## config.mk

```make
export PLATFORM = sky130hd
export DESIGN_NAME = plot_buffer
export DESIGN_NICKNAME = d
export VERILOG_FILES = /design/src/rtl/vga_pkg.sv /design/src/rtl/plot_fifo.sv /design/src/rtl/plot_buffer.sv
export SDC_FILE = /design/constraint.sdc
export NUM_CORES = 1
export LEC_CHECK = 0
export ABC_AREA = 0
export BUFFER_PORTS_ARGS = -buffer_cell sky130_fd_sc_hd__buf_2
export CORE_MARGIN = 4
export CORE_UTILIZATION = 40
export CTS_CLUSTER_DIAMETER = 120
export DETAILED_ROUTE_END_ITERATION = 10
export GPL_TIMING_DRIVEN = 0
export HOLD_SLACK_MARGIN = 0.02
export MAX_ROUTING_LAYER = met4
export PLACE_DENSITY = 0.57
export SYNTH_ARGS = -nofsm -noshare
export SYNTH_HDL_FRONTEND = slang
export SYNTH_SLANG_ARGS = --single-unit
```

## constraint.sdc

```tcl
create_clock -name clk -period 8.4 [get_ports clk]
set_input_delay 1.68 -clock clk [delete_from_list [all_inputs] [get_ports clk]]
set_output_delay 1.68 -clock clk [all_outputs]
set_load 0.05 [all_outputs]
```

## src/rtl/vga_pkg.sv

```systemverilog
// Shared screen geometry, pixel/framebuffer word layouts and the done-tracker
// state encoding for the VGA fill path.
package vga_pkg;

  localparam int SCREEN_W  = 160;
  localparam int SCREEN_H  = 120;
  localparam int FB_ADDR_W = 15;
  localparam int COLOUR_W  = 3;

  typedef struct packed {
    logic [7:0]          x;
    logic [6:0]          y;
    logic [COLOUR_W-1:0] colour;
  } pixel_t;

  typedef struct packed {
    logic [FB_ADDR_W-1:0] addr;
    logic [COLOUR_W-1:0]  colour;
  } fb_word_t;

  typedef enum logic [1:0] {
    ST_IDLE,
    ST_ACTIVE,
    ST_DRAIN,
    ST_FINISHED
  } done_state_t;

  // y*160 + x as two shifts and an add; 119*160+159 = 19199 fits in 15 bits.
  function automatic logic [FB_ADDR_W-1:0] xy_to_addr(input logic [7:0] x,
                                                      input logic [6:0] y);
    logic [FB_ADDR_W-1:0] yw;
    logic [FB_ADDR_W-1:0] xw;
    yw = {8'd0, y};
    xw = {7'd0, x};
    return (yw << 7) + (yw << 5) + xw;
  endfunction

endpackage

```

## src/rtl/plot_fifo.sv

```systemverilog
// Synchronous show-ahead FIFO: the head word is visible on rdata while not
// empty, and rdata holds the last popped word once the FIFO runs dry.
module plot_fifo #(
  parameter int DEPTH = 8,
  parameter int WIDTH = 18
) (
  input  logic                     clk,
  input  logic                     rst_n,
  input  logic                     push,
  input  logic [WIDTH-1:0]         wdata,
  input  logic                     pop,
  output logic [WIDTH-1:0]         rdata,
  output logic                     full,
  output logic                     empty,
  output logic [$clog2(DEPTH):0]   count
);

  localparam int PTR_W = $clog2(DEPTH);
  localparam logic [PTR_W-1:0] PTR_ONE  = PTR_W'(1);
  localparam logic [PTR_W:0]   CNT_ONE  = (PTR_W+1)'(1);
  localparam logic [PTR_W:0]   FULL_CNT = (PTR_W+1)'(DEPTH);

  logic [WIDTH-1:0] mem [DEPTH];
  logic [PTR_W-1:0] wr_ptr;
  logic [PTR_W-1:0] rd_ptr;
  logic [PTR_W:0]   count_q;
  logic [WIDTH-1:0] last_q;
  logic             do_push;
  logic             do_pop;

  // Full is judged on the pre-edge occupancy, so a pop never makes room for a
  // push on the same edge.
  assign full    = (count_q == FULL_CNT);
  assign empty   = (count_q == '0);
  assign count   = count_q;
  assign do_push = push && !full;
  assign do_pop  = pop && !empty;
  assign rdata   = empty ? last_q : mem[rd_ptr];

  always_ff @(posedge clk) begin
    if (do_push) mem[wr_ptr] <= wdata;
  end

  always_ff @(posedge clk or negedge rst_n) begin
    if (!rst_n) begin
      wr_ptr  <= '0;
      rd_ptr  <= '0;
      count_q <= '0;
      last_q  <= '0;
    end else begin
      if (do_push) wr_ptr <= wr_ptr + PTR_ONE;
      if (do_pop) begin
        rd_ptr <= rd_ptr + PTR_ONE;
        last_q <= mem[rd_ptr];
      end
      case ({do_push, do_pop})
        2'b10:   count_q <= count_q + CNT_ONE;
        2'b01:   count_q <= count_q - CNT_ONE;
        default: count_q <= count_q;
      endcase
    end
  end

endmodule

```

## src/rtl/plot_buffer.sv

```systemverilog
// Buffers the fill engine's pixel stream and drains it into the framebuffer
// write port, dropping off-screen pixels and forwarding done after the drain.
module plot_buffer #(
  parameter int DEPTH    = 8,
  parameter int SCREEN_W = vga_pkg::SCREEN_W,
  parameter int SCREEN_H = vga_pkg::SCREEN_H,
  parameter int CNT_W    = 16
) (
  input  logic             clk,
  input  logic             rst_n,
  input  logic [7:0]       in_x,
  input  logic [6:0]       in_y,
  input  logic [2:0]       in_colour,
  input  logic             in_plot,
  output logic             in_ready,
  input  logic             in_done,
  output logic [14:0]      fb_addr,
  output logic [2:0]       fb_data,
  output logic             fb_we,
  input  logic             fb_ready,
  output logic             out_done,
  output logic [CNT_W-1:0] drop_count
);

  import vga_pkg::*;

  localparam int PTR_W = $clog2(DEPTH);
  localparam logic [7:0]       X_LIM   = 8'(SCREEN_W);
  localparam logic [6:0]       Y_LIM   = 7'(SCREEN_H);
  localparam logic [PTR_W:0]   CNT_ONE = (PTR_W+1)'(1);
  localparam logic [CNT_W-1:0] DROP_ONE = CNT_W'(1);

  pixel_t         px;
  fb_word_t       wr_word;
  fb_word_t       rd_word;
  logic           fifo_full;
  logic           fifo_empty;
  logic [PTR_W:0] fifo_count;
  logic           accept;
  logic           in_range;
  logic           push;
  logic           pop;
  logic           empty_after;
  logic           done_set;
  done_state_t    state_q;
  done_state_t    state_d;

  assign px       = '{x: in_x, y: in_y, colour: in_colour};
  assign in_ready = !fifo_full;
  assign accept   = in_plot && in_ready;
  assign in_range = (px.x < X_LIM) && (px.y < Y_LIM);
  assign push     = accept && in_range;
  assign fb_we    = !fifo_empty;
  assign pop      = fb_we && fb_ready;
  assign wr_word  = '{addr: xy_to_addr(px.x, px.y), colour: px.colour};
  assign fb_addr  = rd_word.addr;
  assign fb_data  = rd_word.colour;

  plot_fifo #(
    .DEPTH (DEPTH),
    .WIDTH ($bits(fb_word_t))
  ) u_fifo (
    .clk   (clk),
    .rst_n (rst_n),
    .push  (push),
    .wdata (wr_word),
    .pop   (pop),
    .rdata (rd_word),
    .full  (fifo_full),
    .empty (fifo_empty),
    .count (fifo_count)
  );

  always_ff @(posedge clk or negedge rst_n) begin
    if (!rst_n) begin
      drop_count <= '0;
    end else if (accept && !in_range && (drop_count != '1)) begin
      drop_count <= drop_count + DROP_ONE;
    end
  end

  // Occupancy after this edge is zero only if nothing is pushed and either the
  // FIFO is already empty or its last entry is popped now.
  assign empty_after = fifo_empty || ((fifo_count == CNT_ONE) && pop);
  assign done_set    = in_done && !push && empty_after;

  always_ff @(posedge clk or negedge rst_n) begin
    if (!rst_n) state_q <= ST_IDLE;
    else        state_q <= state_d;
  end

  always_comb begin
    state_d = state_q;
    case (state_q)
      ST_IDLE: begin
        if (done_set)     state_d = ST_FINISHED;
        else if (in_done) state_d = ST_DRAIN;
        else if (accept)  state_d = ST_ACTIVE;
      end
      ST_ACTIVE: begin
        if (done_set)     state_d = ST_FINISHED;
        else if (in_done) state_d = ST_DRAIN;
      end
      ST_DRAIN: begin
        if (done_set)     state_d = ST_FINISHED;
      end
      default: state_d = ST_FINISHED;
    endcase
  end

  assign out_done = (state_q == ST_FINISHED);

endmodule

```

==> flow_metrics.env, run 1 <==
export IMPL_core_rowCount=51
export IMPL_drt_iter0_drc=236
export IMPL_clock_path_buffers=2
export IMPL_postRouteAntennaNets=0
export IMPL_worstReg2RegEnd="u_fifo.count[3]"
export IMPL_yosysTopAreaCellShare_pct=54.0
export IMPL_area_growth_pct=17.1
export IMPL_power_density_nw_per_um2=360
export IMPL_syn_area_sq_um=8010
export IMPL_gp_routability_congestion=0.765
export IMPL_endpoint_kind="output port"
export IMPL_cts_tree="yes"
export IMPL_start_kind="flop"
export IMPL_maxSlewViolCount=0
export IMPL_critPathArrivalTime_ns=2.94
export IMPL_finalSetupViolations=0
export IMPL_vdd_drop_max_mv=0.157
export IMPL_synth_xor_area_share_pct=2.84
export IMPL_dr_pass1_iters=4
export IMPL_hp_start="drop_count[12]"
export IMPL_relSlewSlack_pct=28.0
export IMPL_cts_root_buffer="clkbuf_16"
export IMPL_yosys_top_cells_area="edfxtp_1, dfrtp_1, mux4_2"
export IMPL_clock_sink_count=190
export IMPL_cp_buffers_inverters=4
export IMPL_hold_end="drop_count[12]"
export IMPL_vias=4439
export IMPL_antenna_cells=0
export IMPL_multiInputGateArea_sq_um=2410
export IMPL_gr_total_overflow=0
export IMPL_ctsResizeCount=0
export IMPL_synthMuxAreaShare_pct=12.9
export IMPL_leakage_nw=3.43
export IMPL_tightest_slew_ns=1.08
export IMPL_clk_latency_ns=0.42
export IMPL_htreeDepth=4
export IMPL_path_class="flop to output port"
export IMPL_path_max_fanout=10
export IMPL_cts_made_buffers=17
export IMPL_drc=0
export IMPL_post_dp_cell_area_sq_um=8830
export IMPL_grt_setup_unrepaired="false"
export IMPL_timing_final_crit_share_pct=55.0
export IMPL_post_cts_buffers=0
export IMPL_post_drt_wl_per_cell_um=20.1
export IMPL_fillers=1682
export IMPL_grt_max_degree=47
export IMPL_nNetsFinal=624
export IMPL_worstReg2RegStart="u_fifo.count[0]"
export IMPL_drive_gt1_share_pct=27.7
export IMPL_drv_cap=0
export IMPL_ys_seq_area_share_pct=68.3
export IMPL_final_cell_mix="edfxtp_1, buf_2, dfrtp_1"
export IMPL_grt_pass1_wl_um=26600
export IMPL_tns_ns=0
export IMPL_postSynthCellCount=491
export IMPL_viasPerCell=5.18
export IMPL_min_path_type="flop to flop"
export IMPL_grt_pass1_vias=4573
export IMPL_critPathMaxStageDelay_ns=0.50
export IMPL_seq_area_sq_um=5480
export IMPL_hold_violations=0
export IMPL_slowest_stage="clkbuf_1"
export IMPL_initial_utilization_pct=40.9
export IMPL_synth_cell_types=43
export IMPL_syn_area_per_cell_sq_um=16.3
export IMPL_synth_top_area_cell="edfxtp_1"
export IMPL_fin_crit_ns=4.62
export IMPL_synthSimpleGateAreaFrac_pct=6.12
export IMPL_rrSetupSlack_ns=4.94
export IMPL_dpl_hpwl_um=11900
export IMPL_synth_nets=536
export IMPL_fmax_ghz=0.216
export IMPL_grtUsageTotal_pct=16.8
export IMPL_synth_compound_gate_area_share_pct=4.26
export IMPL_final_common_cell="edfxtp_1"
export IMPL_fin_skew_ns=0.00955
export IMPL_worstPathCellList="inv_1 -> ha_1 -> nand2_1 -> clkbuf_1 -> clkbuf_1 -> nor2_1 -> a21oi_1 -> buf_2"
export IMPL_cts_hold_buf=0
export IMPL_synth_seq_cells=190
export IMPL_synth_top_family_by_area="multiplexers"
export IMPL_worst_slack_ns=3.78
export IMPL_whs_path_depth=1
export IMPL_die_area_sq_um=22400
export IMPL_die_w_um=150
export IMPL_rr_worst_depth=11
export IMPL_cts_clk_slew_worst_paths_ns=0.07
export IMPL_critPathTopFamily="buffers and inverters"
export IMPL_outcome="completed"
export IMPL_antenna_found_initial=0
export IMPL_routed_wl_um=17200
export IMPL_core_area_sq_um=19600
export IMPL_io_pins=60
export IMPL_portBuffers=59
export IMPL_fp_dieH_um=150
export IMPL_yosys_area_share_adder_pct=3.62
export IMPL_crit_required_ns=6.72
export IMPL_yosys_warnings=0
export IMPL_place_ws_ns=4.02
export IMPL_cp_common_cell="clkbuf_1"
export IMPL_fin_area_sq_um=9380
## worst register-to-register path, delay by kind of cell (launching register included)
| kind | cells | cell delay (ns) |
|---|---|---|
| adders and majority gates | 2 | 0.61 |
| buffers and inverters | 4 | 1.05 |
| xor gates and xnor gates | 1 | 0.17 |
| AOI/OAI and AO/OA | 1 | 0.21 |
| DFF | 1 | 0.45 |
| and+or+nand+nor | 3 | 0.88 |
## cells by family (layout without fill, tap and decap cells)
family | after synthesis | after routing
flops | 190 | 190
simple gates | 103 | 103
compound gates | 58 | 58
mux | 58 | 58
buf+inv | 34 | 135
xor+xnor | 26 | 26
fa+ha+maj | 22 | 22
## synthesized netlist by cell type
| cell | count |
|---|---|
| clkbuf_1 | 8 |
| ha_1 | 20 |
| a211oi_1 | 2 |
| xnor2_1 | 20 |
| nand2b_1 | 3 |
| fa_1 | 2 |
| buf_1 | 4 |
| inv_1 | 13 |
| nand3b_1 | 1 |
| and2_1 | 2 |
| mux2i_1 | 19 |
| o21a_1 | 2 |
| buf_4 | 3 |
| buf_6 | 1 |
| xor2_1 | 6 |
| a21boi_0 | 1 |
| a41oi_4 | 1 |
| clkbuf_2 | 1 |
| and3_1 | 1 |
| nor2_1 | 48 |
| a21oi_1 | 41 |
| nand2_1 | 19 |
| o21ai_0 | 5 |
| edfxtp_1 | 144 |
| dfrtp_1 | 46 |
| nand3_1 | 3 |
| o31ai_1 | 1 |
| or4b_2 | 1 |
| nand4b_1 | 1 |
| and4_1 | 2 |
| nor2b_1 | 2 |
| or2_2 | 2 |
| o21bai_1 | 2 |
| nand4_1 | 8 |
| buf_2 | 4 |
| a21o_1 | 1 |
| and3_2 | 4 |
| nor3b_2 | 1 |
| nor3_1 | 5 |
| o22ai_1 | 1 |
| mux2_2 | 3 |
| mux4_2 | 36 |
| a221o_1 | 1 |
## sequential cells by signal, summed over array words and instances, names as in the netlist
register / flops
u_fifo.mem: 144
u_fifo.count: 4
state_q: 2
drop_count: 16
u_fifo.wr_ptr: 3
u_fifo.last_q: 18
u_fifo.rd_ptr: 3
## how the worst max path moves through the flow
stage	start	endpoint	slack, ns	cells after the start
after global routing	u_fifo.count[0]	fb_addr[11]	3.56	8
after floorplan	in_x[6]	u_fifo.mem[0][0]	4.14	6
after CTS	u_fifo.count[0]	fb_addr[5]	3.77	8
final	u_fifo.count[0]	fb_addr[5]	3.78	8
after global placement	in_x[6]	u_fifo.mem[0][6]	1.94	7
after detailed placement	in_x[7]	u_fifo.mem[5][15]	4.02	10
## area by class of cell
cell class                      instances  area share, %
Timing Repair Buffer                   69           4.93
Tap cell                              265           3.53
Buffer                                 21           1.11
Clock buffer                           19           4.61
Sequential cell                       190           58.3
Multi-Input combinational cell        267           25.7
Clock inverter                         13           1.27
Inverter                               13          0.520
## report_power, final
group | switching, mW | total [mW] | internal (mW)
logic | 0.906 | 1.36 | 0.450
clock network | 0.341 | 0.751 | 0.410
registers | 0.0822 | 1.27 | 1.18
total | 1.33 | 3.37 | 2.04
## through the flow
step                      hold slack [ns]  power, mW  utilization, %  cells
after floorplan                     0.457       2.26               -    491
after global placement              0.469       2.60            44.1    815
after detailed placement            0.487       2.66            45.1    825
after CTS                           0.496       3.41            47.9    857
after global routing                0.516       3.56            47.9    857
final                               0.487       3.37            47.9    857
## metal layers
| metal | GRT usage, % | wire length, um | up-vias | share of wire [%] |
|---|---|---|---|---|
| met3 | 3.27 | 708 | 10 | 4.1 |
| met1 | 21.4 | 7310 | 2300 | 43 |
| li1 | - | - | 2042 | - |
| met5 | - | 0 | - | 0 |
| met4 | 4.44 | 180 | 0 | 1.0 |
| met2 | 27.8 | 8990 | 87 | 52 |
Note: power is estimated with default switching activity, not from simulation.
==> run 2, diff against run 1 <==
- ABC_AREA: 0 -> 1
- clock period: 8.4 -> 4.7 ns (I/O delays scaled with it)
==> run 2 against run 1 <==
  * Clock power grew 93%
  * Routed wire length grew 26%
  * Sequential cell count is the same
  * Register-to-register slack lost 2.8 ns
  * Combinational power grew 120%
  * Setup slack lost 2.7 ns
  * Final cell count grew 45%
  * Largest power group unchanged
  * Clock skew grew 0.0044 ns
  * Synthesized cell count grew 77%
  * Die area grew 8.4%
  * Global-route usage grew 2.3 points
==> flow_metrics.env, run 2 <==
export IMPL_fin_cells=1243
export IMPL_routed_wl_um=21700
export IMPL_syn_area_per_cell_sq_um=10.0
export IMPL_critPathMaxStageDelay_ns=0.54
export IMPL_gp_routability_congestion=0.817
export IMPL_worstPathCellList="inv_1 -> ha_1 -> inv_2 -> nor2_4 -> clkbuf_1 -> nand2_1 -> nand2_1 -> buf_2"
export IMPL_clock_path_buffers=2
export IMPL_htreeDepth=4
export IMPL_tightest_slew_ns=1.22
export IMPL_post_drt_wl_per_cell_um=17.5
export IMPL_synth_seq_cells=190
export IMPL_post_cts_buffers=0
export IMPL_dr_pass1_iters=5
export IMPL_postRouteAntennaNets=0
export IMPL_hold_violations=0
export IMPL_yosys_warnings=0
export IMPL_fmax_ghz=0.279
export IMPL_cts_root_buffer="clkbuf_16"
export IMPL_synth_cell_types=32
export IMPL_die_w_um=156
export IMPL_cts_tree="yes"
export IMPL_tns_ns=0
export IMPL_final_cell_mix="nand2_1, nor2_1, edfxtp_1"
export IMPL_core_area_sq_um=21200
export IMPL_whs_path_depth=2
export IMPL_syn_area_sq_um=8730
export IMPL_io_pins=60
export IMPL_place_ws_ns=1.54
export IMPL_finalSetupViolations=0
export IMPL_path_class="flop to output port"
export IMPL_final_common_cell="nand2_1"
export IMPL_initial_utilization_pct=41.1
export IMPL_drc=0
export IMPL_fin_skew_ns=0.0139
export IMPL_grt_pass1_wl_um=33800
export IMPL_area_growth_pct=15.7
export IMPL_die_area_sq_um=24200
export IMPL_synth_most_common_cell="nand2_1"
export IMPL_ctsResizeCount=0
export IMPL_yosys_top_cells_area="edfxtp_1, dfrtp_1, nand2_1"
export IMPL_critPathArrivalTime_ns=2.64
export IMPL_rr_worst_depth=8
export IMPL_nNetsFinal=1000
export IMPL_grt_pass1_vias=5902
export IMPL_viasPerCell=5.05
export IMPL_vdd_drop_max_mv=0.253
export IMPL_cts_hold_buf=0
export IMPL_placedCellCount=1211
export IMPL_synth_top_area_cell="edfxtp_1"
export IMPL_crit_required_ns=3.76
export IMPL_leakage_nw=4.09
export IMPL_postSynthCellCount=869
export IMPL_worst_slack_ns=1.12
export IMPL_core_rowCount=53
export IMPL_relSlewSlack_pct=18.7
export IMPL_ys_seq_area_share_pct=62.7
export IMPL_drt_iter0_drc=518
export IMPL_min_path_type="flop to flop"
export IMPL_slowest_stage="clkbuf_1"
export IMPL_clock_sink_count=190
export IMPL_largest_reg_flops=144
export IMPL_ys_flop_type="edfxtp_1"
export IMPL_antenna_cells=0
export IMPL_endpoint_kind="output port"
export IMPL_synth_enable_flop_cells=144
export IMPL_cts_clk_slew_worst_paths_ns=0.08
export IMPL_antenna_found_initial=0
export IMPL_timing_final_crit_share_pct=76.2
export IMPL_vias=6274
export IMPL_synth_nets=914
export IMPL_drive_gt1_share_pct=16.8
export IMPL_cp_common_cell="nand2_1"
export IMPL_outcome="completed"
export IMPL_grt_max_degree=47
export IMPL_start_kind="flop"
export IMPL_path_max_fanout=10
export IMPL_drv_cap=0
export IMPL_synth_common_cells="nand2_1, nor2_1, edfxtp_1"
export IMPL_clk_latency_ns=0.44
export IMPL_portBuffers=59
export IMPL_async_reset_ff_share_pct=24.2
export IMPL_regMostFlops="u_fifo.mem"
export IMPL_yosysTopAreaCellShare_pct=49.6
export IMPL_dpl_hpwl_um=15000
export IMPL_gr_total_overflow=0
export IMPL_grt_setup_unrepaired="false"
export IMPL_power_density_nw_per_um2=669
export IMPL_fp_dieH_um=156
export IMPL_grtUsageTotal_pct=19.0
export IMPL_fin_crit_ns=3.58
export IMPL_maxSlewViolCount=0
export IMPL_cts_made_buffers=17
export IMPL_reg_largest_list="u_fifo.mem x144, u_fifo.last_q x18, drop_count x16"
run 2: cell type report:
type / instances / area, sq um
clock buffers: 17 / 425
repair buffers: 67 / 415
flip-flops and latches: 190 / 5480
multi-input cells: 596 / 2900
clock inverters: 15 / 169
fillers: 2002 / 11100
inverters: 49 / 186
plain buffers: 34 / 185
well taps: 275 / 344
run 2: worst max-delay path, delay by kind of cell (launching register included):
kind                       cells  cell delay [ns]
buffers and inverters          4             0.98
and+or+nand+nor                3             0.57
DFF                            1             0.44
adders and majority gates      1             0.20
run 2: cells by family after synthesis:
group / share of synthesized area (%)
xor gates and xnor gates: 1.30
AOI/OAI and AO/OA: 6.14
and+or+nand+nor: 22.2
DFF: 62.7
buffers and inverters: 4.26
adders and majority gates: 3.33
run 2: metrics by stage:
stage	utilization, %	power [mW]	area, sq um	hold slack, ns
floorplan	-	4.45	8730	0.449
global placement	44.1	5.29	9370	0.462
detailed placement	44.8	5.36	9510	0.466
CTS	47.6	6.81	10100	0.485
global route	47.6	7.18	10100	0.507
finish	47.6	6.75	10100	0.482
run 2: per-layer routing:
layer / share of wire (%) / global-route usage (%) / vias to the layer above
met5: 0 / - / -
met4: 2.5 / 6.75 / 0
met3: 5.8 / 3.83 / 35
met2: 48 / 29.7 / 184
met1: 44 / 25.0 / 2947
li1: - / - / 3108
run 2: worst paths after layout:
path	startpoint	end	slack (ns)
worst max-delay path	u_fifo.count[0]	fb_addr[8]	1.12
worst min-delay path	u_fifo.last_q[12]	u_fifo.last_q[12]	0.48
worst max register to register	u_fifo.count[0]	u_fifo.mem[4][11]	2.11
worst min register to register	u_fifo.last_q[12]	u_fifo.last_q[12]	0.48
max in group asynchronous	rst_n	u_fifo.last_q[8]	3.19
min in group asynchronous	rst_n	u_fifo.last_q[1]	0.75
run 2: power by group:
| part | internal, mW | leakage, nW | switching, mW |
|---|---|---|---|
| logic | 0.776 | 1.92 | 2.24 |
| clock network | 0.761 | 0.290 | 0.692 |
| registers | 2.13 | 1.87 | 0.158 |
| total | 3.66 | 4.09 | 3.09 |
